File: src/rtl/vga_grid_pixel.sv
// vga_grid_pixel: VGA raster timing generator plus board renderer.
// Walks an 800x525 raster (640x480 active), maps each pixel onto an
// 8x8-addressable board of 3-bit colour cells and emits the colour index
// together with hsync/vsync/video_on, all describing the same pixel.
// Optional build macro GRID_LINES_EN: draws colour 1 on the first pixel
// row and column of every board cell; undefined means cells are filled.
module vga_grid_pixel #(
  parameter int CLK_DIV   = 2,
  parameter int H_ACTIVE  = 640,
  parameter int H_FP      = 16,
  parameter int H_SYNC    = 96,
  parameter int H_BP      = 48,
  parameter int V_ACTIVE  = 480,
  parameter int V_FP      = 10,
  parameter int V_SYNC    = 2,
  parameter int V_BP      = 33,
  parameter int CELL_LOG2 = 6,
  parameter int GRID_COLS = 8,
  parameter int GRID_ROWS = 7,
  parameter int X_OFF     = 64,
  parameter int Y_OFF     = 16
) (
  input  logic       clk,
  input  logic       rst,
  input  logic       wr_en,
  input  logic [2:0] wr_row,
  input  logic [2:0] wr_col,
  input  logic [2:0] wr_color,
  output logic [2:0] color,
  output logic       hsync,
  output logic       vsync,
  output logic       video_on,
  output logic       frame_tick
);

  localparam int H_TOTAL = H_ACTIVE + H_FP + H_SYNC + H_BP;
  localparam int V_TOTAL = V_ACTIVE + V_FP + V_SYNC + V_BP;
  localparam int CELL    = 2 ** CELL_LOG2;
  localparam int DIV_W   = (CLK_DIV > 1) ? $clog2(CLK_DIV) : 1;

  localparam logic [DIV_W-1:0] DIV_LAST = DIV_W'(CLK_DIV - 1);
  localparam logic [9:0] H_LAST   = 10'(H_TOTAL - 1);
  localparam logic [9:0] V_LAST   = 10'(V_TOTAL - 1);
  localparam logic [9:0] H_ACT    = 10'(H_ACTIVE);
  localparam logic [9:0] V_ACT    = 10'(V_ACTIVE);
  localparam logic [9:0] HS_FIRST = 10'(H_ACTIVE + H_FP);
  localparam logic [9:0] HS_LAST  = 10'(H_ACTIVE + H_FP + H_SYNC - 1);
  localparam logic [9:0] VS_FIRST = 10'(V_ACTIVE + V_FP);
  localparam logic [9:0] VS_LAST  = 10'(V_ACTIVE + V_FP + V_SYNC - 1);
  localparam logic [9:0] X_LO     = 10'(X_OFF);
  localparam logic [9:0] X_HI     = 10'(X_OFF + GRID_COLS * CELL);
  localparam logic [9:0] Y_LO     = 10'(Y_OFF);
  localparam logic [9:0] Y_HI     = 10'(Y_OFF + GRID_ROWS * CELL);
  localparam logic [3:0] ROW_LIM  = 4'(GRID_ROWS);
  localparam logic [3:0] COL_LIM  = 4'(GRID_COLS);
`ifdef GRID_LINES_EN
  localparam logic [9:0] CELL_MASK = 10'(CELL - 1);
`endif

  // Raster state
  logic [DIV_W-1:0] div_r;
  logic [9:0]       h_cnt_r;
  logic [9:0]       v_cnt_r;

  // Next-state values
  logic             tick_s;
  logic             h_wrap_s;
  logic             v_wrap_s;
  logic             frame_s;
  logic [DIV_W-1:0] div_next_s;
  logic [9:0]       h_next_s;
  logic [9:0]       v_next_s;

  // Pixel decode of the current counters
  logic       active_s;
  logic       hsync_s;
  logic       vsync_s;
  logic       in_board_s;
  logic [9:0] h_rel_s;
  logic [9:0] v_rel_s;
  logic [9:0] h_cell_s;
  logic [9:0] v_cell_s;
  logic [5:0] addr_s;
  logic       unused_cell_bits;

  // Stage 1 registers
  logic       s1_active_r;
  logic       s1_hsync_r;
  logic       s1_vsync_r;
  logic       s1_in_board_r;
  logic [5:0] s1_addr_r;
`ifdef GRID_LINES_EN
  logic       line_s;
  logic       s1_line_r;
`endif

  // Board storage: address is {row, col}
  logic [2:0] cells_r [0:63];
  logic       wr_ok_s;
  logic [2:0] pix_color_s;

  // Pixel tick and raster counter next-state logic
  always_comb begin
    tick_s   = (div_r == DIV_LAST);
    h_wrap_s = (h_cnt_r == H_LAST);
    v_wrap_s = (v_cnt_r == V_LAST);
    frame_s  = tick_s && h_wrap_s && v_wrap_s;
    if (tick_s) begin
      div_next_s = {DIV_W{1'b0}};
    end else begin
      div_next_s = div_r + 1'b1;
    end
    if (!tick_s) begin
      h_next_s = h_cnt_r;
    end else if (h_wrap_s) begin
      h_next_s = 10'd0;
    end else begin
      h_next_s = h_cnt_r + 10'd1;
    end
    if (!(tick_s && h_wrap_s)) begin
      v_next_s = v_cnt_r;
    end else if (v_wrap_s) begin
      v_next_s = 10'd0;
    end else begin
      v_next_s = v_cnt_r + 10'd1;
    end
  end

  // Raster counters, divider and the frame wrap pulse
  always_ff @(posedge clk) begin
    if (rst) begin
      div_r      <= {DIV_W{1'b0}};
      h_cnt_r    <= 10'd0;
      v_cnt_r    <= 10'd0;
      frame_tick <= 1'b0;
    end else begin
      div_r      <= div_next_s;
      h_cnt_r    <= h_next_s;
      v_cnt_r    <= v_next_s;
      frame_tick <= frame_s;
    end
  end

  // Decode active area, sync pulses and board cell for the current pixel;
  // the subtraction may wrap off-board, in_board masks that case
  always_comb begin
    active_s   = (h_cnt_r < H_ACT) && (v_cnt_r < V_ACT);
    hsync_s    = !((h_cnt_r >= HS_FIRST) && (h_cnt_r <= HS_LAST));
    vsync_s    = !((v_cnt_r >= VS_FIRST) && (v_cnt_r <= VS_LAST));
    in_board_s = (h_cnt_r >= X_LO) && (h_cnt_r < X_HI) &&
                 (v_cnt_r >= Y_LO) && (v_cnt_r < Y_HI);
    h_rel_s    = h_cnt_r - X_LO;
    v_rel_s    = v_cnt_r - Y_LO;
    h_cell_s   = h_rel_s >> CELL_LOG2;
    v_cell_s   = v_rel_s >> CELL_LOG2;
    addr_s     = {v_cell_s[2:0], h_cell_s[2:0]};
`ifdef GRID_LINES_EN
    line_s     = ((h_rel_s & CELL_MASK) == 10'd0) || ((v_rel_s & CELL_MASK) == 10'd0);
`endif
  end

  assign unused_cell_bits = ^{h_cell_s[9:3], v_cell_s[9:3]};

  // Stage 1: capture decoded pixel attributes on each pixel tick
  always_ff @(posedge clk) begin
    if (rst) begin
      s1_active_r   <= 1'b0;
      s1_hsync_r    <= 1'b1;
      s1_vsync_r    <= 1'b1;
      s1_in_board_r <= 1'b0;
      s1_addr_r     <= 6'd0;
`ifdef GRID_LINES_EN
      s1_line_r     <= 1'b0;
`endif
    end else if (tick_s) begin
      s1_active_r   <= active_s;
      s1_hsync_r    <= hsync_s;
      s1_vsync_r    <= vsync_s;
      s1_in_board_r <= in_board_s;
      s1_addr_r     <= addr_s;
`ifdef GRID_LINES_EN
      s1_line_r     <= line_s;
`endif
    end
  end

  // Writes outside the configured board are dropped
  always_comb begin
    wr_ok_s = ({1'b0, wr_row} < ROW_LIM) && ({1'b0, wr_col} < COL_LIM);
  end

  // Cell register file; writes are independent of the pixel tick
  always_ff @(posedge clk) begin
    if (rst) begin
      for (int i = 0; i < 64; i++) begin
        cells_r[i] <= 3'd0;
      end
    end else if (wr_en && wr_ok_s) begin
      cells_r[{wr_row, wr_col}] <= wr_color;
    end
  end

  // Stage 2 colour select: background outside the board or when blanked
  always_comb begin
    if (s1_active_r && s1_in_board_r) begin
`ifdef GRID_LINES_EN
      if (s1_line_r) begin
        pix_color_s = 3'd1;
      end else begin
        pix_color_s = cells_r[s1_addr_r];
      end
`else
      pix_color_s = cells_r[s1_addr_r];
`endif
    end else begin
      pix_color_s = 3'd0;
    end
  end

  // Stage 2: registered outputs, all aligned to the same pixel
  always_ff @(posedge clk) begin
    if (rst) begin
      color    <= 3'd0;
      hsync    <= 1'b1;
      vsync    <= 1'b1;
      video_on <= 1'b0;
    end else if (tick_s) begin
      color    <= pix_color_s;
      hsync    <= s1_hsync_r;
      vsync    <= s1_vsync_r;
      video_on <= s1_active_r;
    end
  end

endmodule

File: config.mk
export PLATFORM = sky130hd
export DESIGN_NAME = vga_grid_pixel
export DESIGN_NICKNAME = d
export VERILOG_FILES = /design/src/rtl/vga_grid_pixel.sv
export SDC_FILE = /design/constraint.sdc
export NUM_CORES = 1
export LEC_CHECK = 0
export CORE_ASPECT_RATIO = 1.4
export CORE_MARGIN = 1.5
export CORE_UTILIZATION = 45
export CTS_CLUSTER_SIZE = 12
export DETAILED_ROUTE_END_ITERATION = 16
export GPL_ROUTABILITY_DRIVEN = 0
export HOLD_SLACK_MARGIN = 0.02
export PLACE_DENSITY = 0.68
export SETUP_SLACK_MARGIN = 0.2
export SLEW_MARGIN = 20
export SYNTH_ARGS = -nofsm -noshare
export SYNTH_HDL_FRONTEND = slang
export SYNTH_SLANG_ARGS = --single-unit
File: constraint.sdc
create_clock -name clk -period 2.27 [get_ports clk]
set_clock_uncertainty 0.15 [all_clocks]
set_input_delay 0.3405 -clock clk [delete_from_list [all_inputs] [get_ports clk]]
set_output_delay 0.3405 -clock clk [all_outputs]
set_load 0.1 [all_outputs]
* After elaboration in Yosys (flattened, before gate mapping)
Memory sizes are Yosys's and may differ from the RTL's. A register that Yosys moved wholly into a read port is not among the register bits. Index checks and enable logic that the tools add are counted.
Word-level totals: memory bits (writable) 192, output and inout port bits 7, register bits 38, input bits 12, memories kept 1, word-level logic and storage cells 59
Memories:
- cells_r | depth 64, width 3, rd ports 1, clocked after Yosys merged registers in 1, wr ports 64, line 98 | logic [2:0] cells_r [0:63];
Cells by class: add/subtract/negate cells 5, equality and inequality tests 2, muxes and demuxes 13, reduce and logical (&&, ||, !) cells 14, magnitude comparators 11
Operators with widths (number):
- 10-bit by 1-bit adder with 10-bit output (second input constant) | 2
- 10-bit == test (second input constant) | 2
- 10-bit less-than comparator (second input constant) | 2
- 10-bit by 9-bit less-than comparator with 1-bit output (second input constant) | 2
- 10-bit two-way mux | 2
- 6-bit two-way mux | 3
- 10-bit >= comparator (second input constant) | 1
- 10-bit by 5-bit >= comparator with 1-bit output (second input constant) | 1
- 10-bit by 7-bit >= comparator with 1-bit output (second input constant) | 1
- 10-bit by 9-bit >= comparator with 1-bit output (second input constant) | 1
- 10-bit less-or-equal comparator (second input constant) | 1
- 10-bit by 9-bit less-or-equal comparator with 1-bit output (second input constant) | 1
- 1-bit logical AND | 10
- 9-bit by 5-bit subtractor with 9-bit output (second input constant) | 1
- 9-bit by 7-bit subtractor with 9-bit output (second input constant) | 1
- 1-bit two-way mux | 6
- 3-bit two-way mux | 2
- 3-bit less-than comparator (second input constant) | 1
- 3-bit OR reduction | 1
- 1-bit zero test | 2
- 2-bit OR reduction | 1
- 1-bit adder (second input constant) | 1

* Longest topological paths before layout
word-level depth 7, mapped depth 9, mapped depth without buffers 7

* Least setup slack after synthesis
OpenSTA, ideal clock, no wires.
kind register to register, start point register (tool-made name), end point register color[0], library setup time 128 ps, required time 1992 ps, stages on the path, launching flop included 7, slack 243 ps, clock period less this slack 2027 ps, buffers on the path 2, arrival time 1748 ps, cell sequence dfxtp_1 buf_6 buf_6 mux4_2 mux4_2 nor2_1 o211ai_1
RTL lines:
- end signal, assigned | line 228 | color <= pix_color_s;
- end, declared | line 29 | output logic [2:0] color,

==> impl_metrics.json <==
{
  "outcome": "completed",
  "die_area_um2": 25900,
  "viasPerCell": 5.31,
  "layout-drive-gt1-share": 0.265,
  "drt_iter0_markers": 392,
  "syn_to_final_growth_pct": 17.8,
  "cts.sink_count": 236,
  "ant_nets": 0,
  "hp-class": "flip-flop to flip-flop",
  "seqCellArea_um2": 6650,
  "grt_usage": 0.191,
  "path_max_fanout": 11,
  "place_inst": 1270,
  "place_ws_ns": -0.236,
  "crit_required_ns": 2.52,
  "synth_seq_cells": 236,
  "setup_violations": 0,
  "vdd_drop_max_uv": 526,
  "gr-total-overflow": 0,
  "synth_flop_cell": "edfxtp_1",
  "worstSetupPathType": "flip-flop to flip-flop",
  "dr.pass1.iters": 5,
  "cap_violations": 0,
  "p_leak_nw": 4.97,
  "async_flop_share": 0,
  "grt_pass1_vias": 7168,
  "cts_buffers": 24,
  "tightestPinTransition_ns": 0.651,
  "synth_commonest_cells": "edfxtp_1 (192), and2_1 (132), nor2_1 (79)",
  "io_buffers": 18,
  "syn_area_um2": 11200,
  "post-synth-top-area-fraction": 0.514,
  "postSynthCellCount": 878,
  "via_count": 6968,
  "period_minus_slack_ns": 2.11,
  "cts_root_buf": "clkbuf_16",
  "slew_violations": 0,
  "grt_pass1_wl_um": 37500,
  "fin_cells": 1313,
  "synth.top_cells.by_area": "edfxtp_1 (51%), mux4_2 (9.0%), dfxtp_1 (7.9%), and2_1 (7.4%), nor2_1 (2.6%)",
  "nets": 1002,
  "num_antenna_cells": 0,
  "ys_seq_area_frac": 0.593,
  "hold_path_startpoint": "s1_vsync_r",
  "worst_slack_ns": 0.158,
  "drc": 0,
  "rsz0062_at_grt": "yes",
  "antenna_found_initial": 0,
  "hold_viol": 0,
  "multi_input_area_um2": 4370,
  "ios": 19,
  "avgSynthCellArea_um2": 12.8,
  "wirelength_um": 23900,
  "max-clock-path-buffers": 3,
  "powerDensity_nw_per_um2": 713,
  "final_util": 0.537,
  "startpoint_type": "flip-flop",
  "finalCritPeriodShare": 0.930,
  "synth_warnings": 0,
  "synthDistinctLibCells": 50,
  "cts_tree": "yes",
  "path_clk_slew_ns": 0.06,
  "arrival_ns": 2.36,
  "core_area_um2": 24600,
  "h-tree-depth": 1,
  "synth_area_leader_cell": "edfxtp_1",
  "end_kind": "flip-flop",
  "num_rows": 68,
  "die_w_um": 136,
  "start_util": 0.456,
  "die_h_um": 190,
  "grt_max_degree": 57,
  "wl_per_cell_um": 18.2,
  "max-slew-margin-rel": 0.566,
  "synth.most_common_cell": "edfxtp_1",
  "max_freq_ghz": 0.473,
  "clk_latency_ns": 0.52,
  "synth_edf_count": 192,
  "dp_hpwl_um": 16500,
  "fill_cells": 2032
}
[logic make-up after synthesis]
group,count (synthesis),synth area share
buffers and inverters,82,0.0326
DFF,236,0.593
AOI/OAI and AO/OA,54,0.0336
xor gates and xnor gates,19,0.0148
and+or+nand+nor,405,0.201
other,1,0.000334
adders and majority gates,8,0.00893
muxes,73,0.116
[critical path, stage by stage (launching register included)]
cell,delay [ns]
dfxtp_4,0.38
buf_12,0.16
mux4_2,0.53
mux4_2,0.52
nor2_2,0.13
o211ai_1,0.10
[layout by cell type (no fill, tap or decap), types with 11 or more instances in the layout]
cell type	instances
edfxtp_1	192
and2_1	132
buf_4	109
nor2_1	77
or2_2	47
mux4_2	45
and3_1	42
dfxtp_1	41
nand2_1	35
conb_1	24
clkbuf_16	24
mux2i_1	18
clkbuf_1	14
a21o_1	13
xor2_1	11
nand3_1	11
nand4_1	11
[registers in the layout (all words and copies together) (netlist names), 3 cells and up, named ones only]
register and count:
v_cnt_r 10, h_cnt_r 10, s1_addr_r 6, cells_r 192
color 3
[through the flow]
step | instance area, µm² | setup TNS, ns | hold WS, ns | power, mW
after detailed placement | 12400 | -20.25 | 0.297 | 5.96
after CTS | 13200 | 0 | 0.325 | 9.48
after global routing | 13200 | 0 | 0.336 | 9.73
after global placement | 12400 | -14.55 | 0.289 | 5.94
final | 13200 | 0 | 0.319 | 9.42
after floorplan | 11300 | 0 | 0.275 | 5.62
[final cells by class]
type | instances | area share
Sequential cell | 236 | 0.504
Timing Repair Buffer | 127 | 0.0810
Tap cell | 315 | 0.0298
Inverter | 10 | 0.00284
Clock buffer | 39 | 0.0498
Clock inverter | 3 | 0.00199
Multi-Input combinational cell | 583 | 0.331
[routing by layer]
layer	share of wire	wire length [µm]	vias up	track usage
li1	-	-	3337	-
met1	0.37	8940	3420	0.213
met2	0.53	12700	148	0.349
met3	0.043	1040	63	0.0290
met4	0.048	1140	0	0.0957
met5	0	0	-	0
[where the power goes]
group / internal (mW) / total (mW) / switching (mW)
logic: 0.429 / 0.918 / 0.490
registers: 4.89 / 4.97 / 0.0773
clock network: 1.98 / 3.53 / 1.55
[final timing paths]
| check | endpoint | cells past startpoint | slack, ns |
|---|---|---|---|
| setup / recovery | color[1] | 5 | 0.16 |
| hold / removal | vsync | 1 | 0.32 |
| setup reg to reg | color[1] | 5 | 0.16 |
| hold reg to reg | vsync | 1 | 0.32 |
[repair_timing]
item	4_1_cts	5_1_grt
setup buffers	1	0
gates resized for setup	8	10
hold buffers	0	0
setup endpoints to repair	4	15
No activity file was read; power rests on OpenSTA's default activity.
==> RTL edit: new RTL, config.mk and constraints unchanged <==
The output `frame_tick` loses its register stage (`frame_tick` becomes a continuous assignment).
--- a/src/rtl/vga_grid_pixel.sv
+++ b/src/rtl/vga_grid_pixel.sv
@@ -133,12 +133,12 @@
       h_cnt_r    <= 10'd0;
       v_cnt_r    <= 10'd0;
-      frame_tick <= 1'b0;
     end else begin
       div_r      <= div_next_s;
       h_cnt_r    <= h_next_s;
       v_cnt_r    <= v_next_s;
-      frame_tick <= frame_s;
-    end
-  end
+    end
+  end
+
+  assign frame_tick = frame_s;
 
   // Decode active area, sync pulses and board cell for the current pixel;
Behaviour: no difference found for any inputs over 10 cycles, from zero or initial values and one cycle with rst high; that may be too few to reach the edited logic, so the function may still have changed.
==> RTL edit against the original RTL <==
The run now ends with negative setup slack left; non-clock buffer count is 11 higher; power is 1.7% higher; hold slack worse by 240 ps; routed wire length is 6.8% higher; setup slack worse by 410 ps; final area is 2.6% higher; synthesized area hardly changed; first-iteration DRC count is 17% higher; sequential cell count is 1 lower; highest routed layer unchanged.
==> RTL edit: results (changes against the original RTL) <==
Outcome:
- The flow ran to the end, but the final reports show violations.
- The checks that failed: negative setup slack.

Placement:
- The minimum setup slack after placement is -311.4 ps (-75.83 ps).
- The cell area after placement is 12440 um2 (about the same).
- The estimated wirelength of the detail-placed design is 16870 um (+2.5%).

Route:
- The iteration count of the initial detailed-routing pass is 7 (+2).
- The aggregate routed wire length is 25470 um (+6.8%).
- The number of vias in the routed layout came to 7097 (+1.9%).
- The number of DRC violations after detailed-routing iteration 0 is 458 (+17%).

Synth:
- The number of unique standard cell types used by synthesis was 56 (+12%).
- Sorting the synthesized cells by area gives the leading types as sky130_fd_sc_hd__edfxtp_1, sky130_fd_sc_hd__dfxtp_1, sky130_fd_sc_hd__and2_1.
- Sorting the synthesized cells by how often they occur yields sky130_fd_sc_hd__edfxtp_1, sky130_fd_sc_hd__and2_1, sky130_fd_sc_hd__nor2_1.
- The fraction of the yosys area taken by sequential cells is 59.14% (-0.14 points).

STA:
- The setup slack of the critical path after layout is -253.4 ps (-411.3 ps).
- The final number of setup-violating endpoints is 1 (+1).
- The actual transition at the worst max-transition pin is 561.1 ps (-89.99 ps).
- The setup total negative slack is -253.4 ps (-253.4 ps).

Critical path:
- The highest net fanout along the worst path came to 2 (-9).
- The critical path arrival is 2030 ps (-330 ps).

Finish:
- The share of cells above drive strength 1 is 28.26% (+1.8 points).
- The fill cell instance count of the final layout is 1997 (-1.7%).

Global routing:
- The pin count of the biggest net entering global routing is 86 (+51%).
- The first-pass GRT wire length is 39270 um (+4.7%).
- The global-route usage over all layers was 20.17% (+1.1 points).
- The number of antenna violations at the first check in global routing is 0 (unchanged).

Pwr:
- The cell leakage power is 5.119 nW (+2.9%).
- The maximum resistive drop on vdd is 0.0005414 V (+2.9%).
RTL edit: cell count changes after synthesis, moves of 3 or more:
cell and delta:
sky130_fd_sc_hd__nand3_1 -3, sky130_fd_sc_hd__or2_2 -3, sky130_fd_sc_hd__mux4_1 +10, sky130_fd_sc_hd__mux4_2 -11
sky130_fd_sc_hd__o21ai_0 -5, sky130_fd_sc_hd__buf_6 -3, sky130_fd_sc_hd__nor2_1 -5, sky130_fd_sc_hd__or2_1 +4
RTL edit: stage by stage:
| stage | instances | total power [mW] |
|---|---|---|
| finish | 1320 | 9.579 |
| global route | 1320 | 9.905 |
| CTS | 1312 | 9.624 |
| detailed placement | 1254 | 5.981 |
| global placement | 1254 | 5.955 |
| floorplan | 895 | 5.590 |
RTL edit: area by class of cell:
type,count,area (um2),area share (%)
flip-flops and latches,235,6641,49.03
repair buffers,138,1315,9.709
clock inverters,3,13.76,0.1016
multi-input cells,579,4458,32.91
well taps,315,394.1,2.910
inverters,9,36.28,0.2679
clock buffers,41,685.7,5.062
RTL edit: path summary, 6_finish.rpt:
| path | slack (ps) | endpoint | cells after the start |
|---|---|---|---|
| hold / removal | 80 | h_cnt_r[1] | 3 |
| hold reg to reg | 300 | s1_in_board_r | 1 |
| setup reg to reg | 0 | color[0] | 6 |
| setup / recovery | -250 | frame_tick | 4 |
RTL edit: worst max-delay path, stage by stage (launching register included):
cell                      delay [ps]
sky130_fd_sc_hd__dfxtp_2         320
sky130_fd_sc_hd__or4_4           530
sky130_fd_sc_hd__or3_4           360
sky130_fd_sc_hd__nor2_4          140
sky130_fd_sc_hd__buf_12          180
RTL edit: cells by family after synthesis:
group	Yosys count	share of synthesized area (%)
fa+ha+maj	8	0.8934
simple gates	401	20.12
mux	74	11.93
other cells	1	0.03347
xor+xnor	19	1.485
buf+inv	81	2.970
flops	235	59.14
compound gates	53	3.428
RTL edit: where the power goes:
group | internal [mW] | switching, mW
combinational | 0.496 | 0.518
clock | 2.04 | 1.56
sequential | 4.88 | 0.0859
RTL edit: what timing repair did:
item	in CTS	in global routing
setup buffers	12	7
endpoints found under the setup margin	4	47
gates resized for setup	12	38
endpoints found under the hold margin	0	0
pin swaps	6	14
gates cloned	2	1
RTL edit: layer usage:
layer | vias to the layer above | GRT usage, % | routed length [um]
li1 | 3360 | - | -
met1 | 3533 | 23.94 | 10010
met2 | 148 | 37.00 | 13620
met3 | 56 | 2.425 | 992
met4 | 0 | 7.488 | 849
met5 | - | 0 | 0
